`src/rtl/isp_pkg.sv`:
```
// Shared definitions for the colour-box pixel pipeline: default widths,
// accumulator state encoding and the mask video levels.
package isp_pkg;

  localparam int CNT_W_DEF = 12;
  localparam int PIX_W_DEF = 22;

  typedef enum logic {
    WAIT_VS = 1'b0,
    ACCUM   = 1'b1
  } box_state_t;

  localparam logic [23:0] MASK_ON  = 24'hFFFFFF;
  localparam logic [23:0] MASK_OFF = 24'h000000;

endpackage

```
`src/rtl/ycbcr_color_box_box_accum.sv`:
```
// Coordinate counters, per-frame bounding box / hit-count accumulators and
// the result latch that publishes them at each frame edge.
//
// state   | meaning
// --------+-----------------------------------------------------------------
// WAIT_VS | after reset; accumulators held clear until the first frame edge
// ACCUM   | hits update the box; every frame edge publishes and re-clears
module box_accum
  import isp_pkg::*;
#(
  parameter int CNT_W   = CNT_W_DEF,
  parameter int PIX_W   = PIX_W_DEF,
  parameter int MIN_PIX = 64
) (
  input  logic             pixelclk,
  input  logic             rst_n,
  input  logic             hit,
  input  logic             de,
  input  logic             frame_edge,
  output logic [CNT_W-1:0] o_x_min,
  output logic [CNT_W-1:0] o_x_max,
  output logic [CNT_W-1:0] o_y_min,
  output logic [CNT_W-1:0] o_y_max,
  output logic [PIX_W-1:0] o_pix_cnt,
  output logic             o_valid,
  output logic             o_frame_done
);

  box_state_t       state, state_nxt;
  logic             acc_en, publish;
  logic             de_d, de_fall;
  logic [CNT_W-1:0] x_cnt, y_cnt;
  logic [CNT_W-1:0] x_min_a, x_max_a, y_min_a, y_max_a;
  logic [PIX_W-1:0] pix_a;

  assign de_fall = de_d & ~de;

  // Pixel coordinates: x restarts every line, y counts line ends; both saturate.
  always_ff @(posedge pixelclk or negedge rst_n) begin
    if (!rst_n) begin
      de_d  <= 1'b0;
      x_cnt <= '0;
      y_cnt <= '0;
    end else begin
      de_d <= de;
      if (frame_edge) begin
        x_cnt <= '0;
        y_cnt <= '0;
      end else begin
        if (de) begin
          if (x_cnt != '1) x_cnt <= x_cnt + 1'b1;
        end else if (de_fall) begin
          x_cnt <= '0;
        end
        if (de_fall && (y_cnt != '1)) y_cnt <= y_cnt + 1'b1;
      end
    end
  end

  // State register.
  always_ff @(posedge pixelclk or negedge rst_n) begin
    if (!rst_n) state <= WAIT_VS;
    else        state <= state_nxt;
  end

  // Next state: the first frame edge after reset starts accumulation.
  always_comb begin
    state_nxt = state;
    if ((state == WAIT_VS) && frame_edge) state_nxt = ACCUM;
  end

  // Control decode: a frame edge wins over a coincident hit.
  always_comb begin
    acc_en  = 1'b0;
    publish = 1'b0;
    if (state == ACCUM) begin
      publish = frame_edge;
      acc_en  = hit & ~frame_edge;
    end
  end

  // Running box and count for the frame in progress.
  always_ff @(posedge pixelclk or negedge rst_n) begin
    if (!rst_n) begin
      x_min_a <= '0;
      x_max_a <= '0;
      y_min_a <= '0;
      y_max_a <= '0;
      pix_a   <= '0;
    end else if (publish || (state == WAIT_VS)) begin
      x_min_a <= '1;
      x_max_a <= '0;
      y_min_a <= '1;
      y_max_a <= '0;
      pix_a   <= '0;
    end else if (acc_en) begin
      if (x_cnt < x_min_a) x_min_a <= x_cnt;
      if (x_cnt > x_max_a) x_max_a <= x_cnt;
      if (y_cnt < y_min_a) y_min_a <= y_cnt;
      if (y_cnt > y_max_a) y_max_a <= y_cnt;
      if (pix_a != '1)     pix_a   <= pix_a + 1'b1;
    end
  end

  // Result latch; an empty frame reports an all-zero box instead of the clear values.
  always_ff @(posedge pixelclk or negedge rst_n) begin
    if (!rst_n) begin
      o_x_min      <= '0;
      o_x_max      <= '0;
      o_y_min      <= '0;
      o_y_max      <= '0;
      o_pix_cnt    <= '0;
      o_valid      <= 1'b0;
      o_frame_done <= 1'b0;
    end else begin
      o_frame_done <= publish;
      if (publish) begin
        o_pix_cnt <= pix_a;
        o_valid   <= (pix_a >= PIX_W'(MIN_PIX));
        if (pix_a == '0) begin
          o_x_min <= '0;
          o_x_max <= '0;
          o_y_min <= '0;
          o_y_max <= '0;
        end else begin
          o_x_min <= x_min_a;
          o_x_max <= x_max_a;
          o_y_min <= y_min_a;
          o_y_max <= y_max_a;
        end
      end
    end
  end

endmodule

```
`src/rtl/ycbcr_color_box.sv`:
```
// Chroma-window fruit detector: binary mask video plus per-frame bounding box.
module ycbcr_color_box
  import isp_pkg::*;
#(
  parameter int CNT_W   = CNT_W_DEF,
  parameter int PIX_W   = PIX_W_DEF,
  parameter int MIN_PIX = 64,
  parameter bit VS_POL  = 1'b1
) (
  input  logic             pixelclk,
  input  logic             rst_n,
  input  logic [23:0]      i_ycbcr,
  input  logic             i_hsync,
  input  logic             i_vsync,
  input  logic             i_de,
  input  logic [7:0]       i_cb_min,
  input  logic [7:0]       i_cb_max,
  input  logic [7:0]       i_cr_min,
  input  logic [7:0]       i_cr_max,
  output logic [23:0]      o_bin,
  output logic             o_hsync,
  output logic             o_vsync,
  output logic             o_de,
  output logic [CNT_W-1:0] o_x_min,
  output logic [CNT_W-1:0] o_x_max,
  output logic [CNT_W-1:0] o_y_min,
  output logic [CNT_W-1:0] o_y_max,
  output logic [PIX_W-1:0] o_pix_cnt,
  output logic             o_valid,
  output logic             o_frame_done
);

  logic [7:0] cb, cr;
  logic       hit, vs_act, vs_act_d, frame_edge;
  logic       unused_y;

  assign cb       = i_ycbcr[15:8];
  assign cr       = i_ycbcr[7:0];
  // Luma plays no part in the chroma window.
  assign unused_y = ^i_ycbcr[23:16];

  // An inverted window (min > max) can never satisfy both compares, so no hit.
  assign hit = i_de & (cb >= i_cb_min) & (cb <= i_cb_max)
                    & (cr >= i_cr_min) & (cr <= i_cr_max);

  assign vs_act     = (i_vsync == VS_POL);
  assign frame_edge = vs_act & ~vs_act_d;

  // Remember the previous vsync activity for edge detection.
  always_ff @(posedge pixelclk or negedge rst_n) begin
    if (!rst_n) vs_act_d <= 1'b0;
    else        vs_act_d <= vs_act;
  end

  // Mask video and timing, all delayed one cycle together.
  always_ff @(posedge pixelclk or negedge rst_n) begin
    if (!rst_n) begin
      o_bin   <= MASK_OFF;
      o_hsync <= 1'b0;
      o_vsync <= 1'b0;
      o_de    <= 1'b0;
    end else begin
      o_bin   <= hit ? MASK_ON : MASK_OFF;
      o_hsync <= i_hsync;
      o_vsync <= i_vsync;
      o_de    <= i_de;
    end
  end

  box_accum #(
    .CNT_W   (CNT_W),
    .PIX_W   (PIX_W),
    .MIN_PIX (MIN_PIX)
  ) u_box_accum (
    .pixelclk     (pixelclk),
    .rst_n        (rst_n),
    .hit          (hit),
    .de           (i_de),
    .frame_edge   (frame_edge),
    .o_x_min      (o_x_min),
    .o_x_max      (o_x_max),
    .o_y_min      (o_y_min),
    .o_y_max      (o_y_max),
    .o_pix_cnt    (o_pix_cnt),
    .o_valid      (o_valid),
    .o_frame_done (o_frame_done)
  );

endmodule
```
`config.mk`:
```
export PLATFORM = sky130hd
export DESIGN_NAME = ycbcr_color_box
export DESIGN_NICKNAME = d
export VERILOG_FILES = /design/src/rtl/isp_pkg.sv /design/src/rtl/ycbcr_color_box_box_accum.sv /design/src/rtl/ycbcr_color_box.sv
export SDC_FILE = /design/constraint.sdc
export NUM_CORES = 1
export LEC_CHECK = 0
export BUFFER_PORTS_ARGS = -buffer_cell sky130_fd_sc_hd__buf_4
export CAP_MARGIN = 20
export CORE_MARGIN = 2
export CORE_UTILIZATION = 61
export DETAILED_ROUTE_END_ITERATION = 12
export GPL_TIMING_DRIVEN = 0
export PLACE_DENSITY = 0.86
export SLEW_MARGIN = 20
export SYNTH_ARGS = -nofsm -noshare
export SYNTH_HDL_FRONTEND = slang
export SYNTH_SLANG_ARGS = --single-unit
```
`constraint.sdc`:
```
create_clock -name pixelclk -period 5.8 [get_ports pixelclk]
set_clock_uncertainty 0.2 [all_clocks]
set_input_delay 0 -clock pixelclk [delete_from_list [all_inputs] [get_ports pixelclk]]
set_output_delay 0 -clock pixelclk [all_outputs]
set_load 0.01 [all_outputs]
```
Word-level counts from Yosys, hierarchy flattened. Cells that the tools add are included.

$add $sub $neg: 3. $mul: 0. Div/mod/pow operators: 0. $lt $le $gt $ge: 9. Eq/ne operators: 4. Shifts and indexed selects: 0. Mux-type cells: 28. Bitwise gates (word level): 11. Reductions and logical operators: 18.

Operators by type and width (number): $mux W12 (22); $mux W22 (3); $add A12 B1 Y12 const B (2); $gt A12 B12 Y1 (2); $lt A12 B12 Y1 (2); $mux W24 (1); $ne A12 B12 Y1 const B (2); $add A22 B1 Y22 const B (1); $ge A22 B7 Y1 const B (1); $logic_not A22 Y1 (1); $ne A22 B22 Y1 const B (1); $ge A8 B8 Y1 (2); $le A8 B8 Y1 (2); $reduce_bool A2 Y1 (7); $reduce_and A2 Y1 (6); $and A1 B1 Y1 (7); $not A1 Y1 (4); $ne A3 B1 Y1 const B (1); $reduce_bool A3 Y1 (1); $logic_and A1 B1 Y1 (2); $mux W1 (2); $logic_or A1 B1 Y1 (1).

Bits in registers: 194. Bits in latches: 0. RAM bits: 0. Memory bits (read-only): 0. Input bits: 61. Output and inout bits: 99. Logic and storage cells: 92. Memories: 0.

Longest topological paths before layout.
Depth in word-level cells: 9. Mapped depth: 11. Depth with buffers taken out: 9.

Modules after synthesis. Synthesis repeated with hierarchy kept, for this count alone.

Cell total of the unflattened synthesis: 951. Area total of the unflattened synthesis: 9401.5 um^2.

Modules (own cells, without submodules): box_accum (times used 1, cells an instance 820, area each 8356.8 um^2, sequential area each 4204.0 um^2); ycbcr_color_box (times used 1, cells an instance 131, area each 1044.8 um^2, sequential area each 100.1 um^2).

Least setup slack after synthesis. Ideal clock, no wire load.

Kind: reg-to-reg. Start point: register u_box_accum.x_cnt[6]. End point: register u_box_accum.x_min_a[7]. Setup time: 0.087 ns. Arrival: 2.161 ns. Slack: 3.353 ns. Stages on the path, launching flop included: 10. Path buffers: 1. Cells stage by stage: dfrtp_1 -> ha_1 -> a21oi_1 -> a21oi_1 -> a2111oi_0 -> a21oi_1 -> nor4b_2 -> clkbuf_1 -> nand2_1 -> o211ai_1.

Longest elaborated chain between the ends: 3.

Ends and longest elaborated chain: from (decl) (RTL line ycbcr_color_box_box_accum.sv:32) `logic [CNT_W-1:0] x_cnt, y_cnt;`; from (signal assigned) (RTL line ycbcr_color_box_box_accum.sv:51) `if (x_cnt != '1) x_cnt <= x_cnt + 1'b1;`; $lt A12 B12 Y1 (RTL line ycbcr_color_box_box_accum.sv:97) `if (x_cnt < x_min_a) x_min_a <= x_cnt;`; $reduce_bool A2 Y1 (no source line); $reduce_and A2 Y1 (no source line); to (signal assigned) (RTL line ycbcr_color_box_box_accum.sv:97); to (decl) (RTL line ycbcr_color_box_box_accum.sv:33) `logic [CNT_W-1:0] x_min_a, x_max_a, y_min_a, y_max_a;`.

No other way between the ends. A chain may end at the register's enable or synchronous reset.

==> impl_metrics.yaml <==
finish:
  drive_above_1_share: 0.215
  largestRegisters: "u_box_accum.o_pix_cnt: 22 flops, u_box_accum.pix_a: 22 flops"
  diodes: 0
  final_nets: 1246
  fin_area_mm2: 0.0112
  areaGrowthSynthToFinish_pct: 22.3
synthesis:
  ys_ff_latch: 171
  yosys_warnings: 0
  syn-cell-area_mm2: 0.00918
  postSynthAreaPerCell_um2: 9.89
  synth_cell_types: 49
  synthTopCellsByArea: "dfrtp_1, ha_1, a22o_1"
  async_flop_share: 1.00
  syn-instance-count: 928
  syn-num-nets: 1071
  synth_top_area_frac: 0.466
  ys.flop_type: "dfrtp_1"
  synth_largest_area_cell: "dfrtp_1"
  ys_seq_area_frac: 0.466
  synth_edf_count: 0
  yosysMostFrequentCell: "dfrtp_1"
  synth_common_cells: "dfrtp_1, inv_1, ha_1"
clock_network:
  clkLatencyLatePin_ps: 440
  clockRootBuffer: "clkbuf_16"
  cts_num_sinks: 171
  cts_max_level: 4
  clkTransAtPathRegs_ps: 70
  cts_tree: "done"
  cts_made_buffers: 17
  post_cts_resized: 0
  post-cts-setup-buffer-count: 0
  clk_path_buf_depth: 2
  holdBufCountCts: 4
worst_setup_path:
  endpoint_kind: "flip-flop"
  required_ps: 5970
  worstPathMaxFanout: 10
  worst-setup-path-type: "flip-flop to flip-flop"
  critPathLaunchType: "flip-flop"
  crit_arrival_ps: 3640
detailed_routing:
  antenna_left: 0
  routed_wl_um: 22300
  drc_errors: 0
  vias: 7598
  vias_per_cell: 5.84
  firstDrtPassIters: 4
  routedWlPerCell_um: 17.2
  drt_iter0_drc: 584
place:
  hpwl_um: 15900
  routabilityCongestion: 0.928
  placed_area_mm2: 0.0106
  dpl_worst_slack_ps: 2480
  portBuffers: 151
sta:
  tightest_slew_ps: 734
  rsz0062_at_grt: "false"
  hold_viol_final: 31
  tns_ps: 0
  max_slew_margin: 0.509
  setup_viol: 0
  layout_setup_ws_ps: 2340
  finalCritPeriodShare: 0.597
  fin_hold_ws_ps: -43.0
  drv_slew: 0
  min_period_ps: 3460
  max_freq_mhz: 289
outcome:
  outcome: "complete, but fails checks"
  failed_checks: "negative hold slack"
power_and_ir_drop:
  power_w: 0.00283
  ir_worst_vdd_v: 0.000212
  leakagePower_nw: 5.55
  powerDensity_mw_per_mm2: 252
floorplan:
  die-area_mm2: 0.0160
  die_w_um: 127
  coreArea_mm2: 0.0146
  die_y_um: 127
  rows: 44
  start_util: 0.629
  num_io_pins: 160
global_routing:
  grt_overflow: 0
  grtUsageTotal: 0.287
  grt_pass1_wl_um: 36700
  antenna_found_initial: 0
  grt_max_degree: 94
  grt_pass1_vias: 7410
flow_run:
  cap_violations: 0
worst_hold_path:
  hp-class: "input port to async pin"
cells in the final DEF, fill, tap and decap left out, types with 5 or more instances in the layout:
master      netlist  layout
clkbuf_16         0      17
o211ai_1         16      16
inv_1            87      87
nand4_1          18      18
a21oi_1          56      56
nor4_1            6       6
nand2b_1          7       7
dfrtp_1         171     171
xnor2_1          17      17
nor2_1           43      43
nand2_1          71      71
o21ai_1           7       7
a22o_1           48      48
and4_1            8       8
nand3_1          51      51
and2_1            5       5
or3_1             7       7
clkinvlp_4        0       6
ha_1             82      82
nor2b_1           8       8
o21ai_0          46      46
a21o_1            6       6
nor3_1           17      17
and3_1            9       9
xor2_1            8       8
buf_4            23     173
a31oi_1           7       7
buf_1             5       5
a2111oi_0         5       5
clkbuf_1         33      34
buf_2             6       6
mux2_2           16      16
where the power goes:
group,total [W],internal (W),switching (W)
registers,0.00129,0.00124,0.0000419
clock network,0.00118,0.000691,0.000488
logic,0.000364,0.000162,0.000202
final timing paths:
path,end,slack (ps),depth (start not counted),startpoint
max in group asynchronous,u_box_accum.o_y_min[5]$_DFFE_PN0P_,4560,3,rst_n
max reg2reg,u_box_accum.o_y_max[3]$_DFFE_PN0P_,2340,7,o_vsync$_DFF_PN0_
max,u_box_accum.o_y_max[3]$_DFFE_PN0P_,2340,7,o_vsync$_DFF_PN0_
min reg2reg,u_box_accum.o_y_min[6]$_DFFE_PN0P_,290,1,u_box_accum.y_min_a[6]$_DFFE_PN0P_
min in group pixelclk,o_hsync$_DFF_PN0_,10,2,i_hsync
min,u_box_accum.o_x_min[6]$_DFFE_PN0P_,-40,2,rst_n
layout make-up:
type                    count  area (µm²)
inverters                  87         327
flip-flops and latches    171        4280
clock inverters            13         166
multi-input cells         603        4220
repair buffers            156        1210
clock buffers              19         443
plain buffers              67         345
well taps                 184         230
fillers                  1029        3370
stage by stage:
| stage | std cells | hold slack, ps | util |
|---|---|---|---|
| floorplan | 928 | -496 | - |
| CTS | 1300 | 1.09 | 0.769 |
| global placement | 1263 | -90.6 | 0.722 |
| finish | 1300 | -43.0 | 0.769 |
| detailed placement | 1264 | -126 | 0.725 |
| global route | 1300 | 8.27 | 0.769 |
worst max-delay path: stages, from the launching register on:
cell and delay [ps]:
dfrtp_1 420, nor2b_1 120, clkbuf_1 250, nand2_1 350
a31oi_1 670, clkbuf_1 570, buf_1 570, a22o_1 230
cells by family after synthesis:
logic type	synth area share
buf+inv	0.0732
xor+xnor	0.0239
compound gates	0.155
flops	0.466
simple gates	0.147
fa+ha+maj	0.112
mux	0.0218
per-layer routing:
layer / part of all wire / up-vias / track usage
met4: 0.022 / 0 / 0.111
met1: 0.43 / 3660 / 0.378
li1: - / 3625 / -
met5: 0 / - / 0
met3: 0.068 / 35 / 0.0574
met2: 0.48 / 278 / 0.471
(Power assumes the default switching activity.)
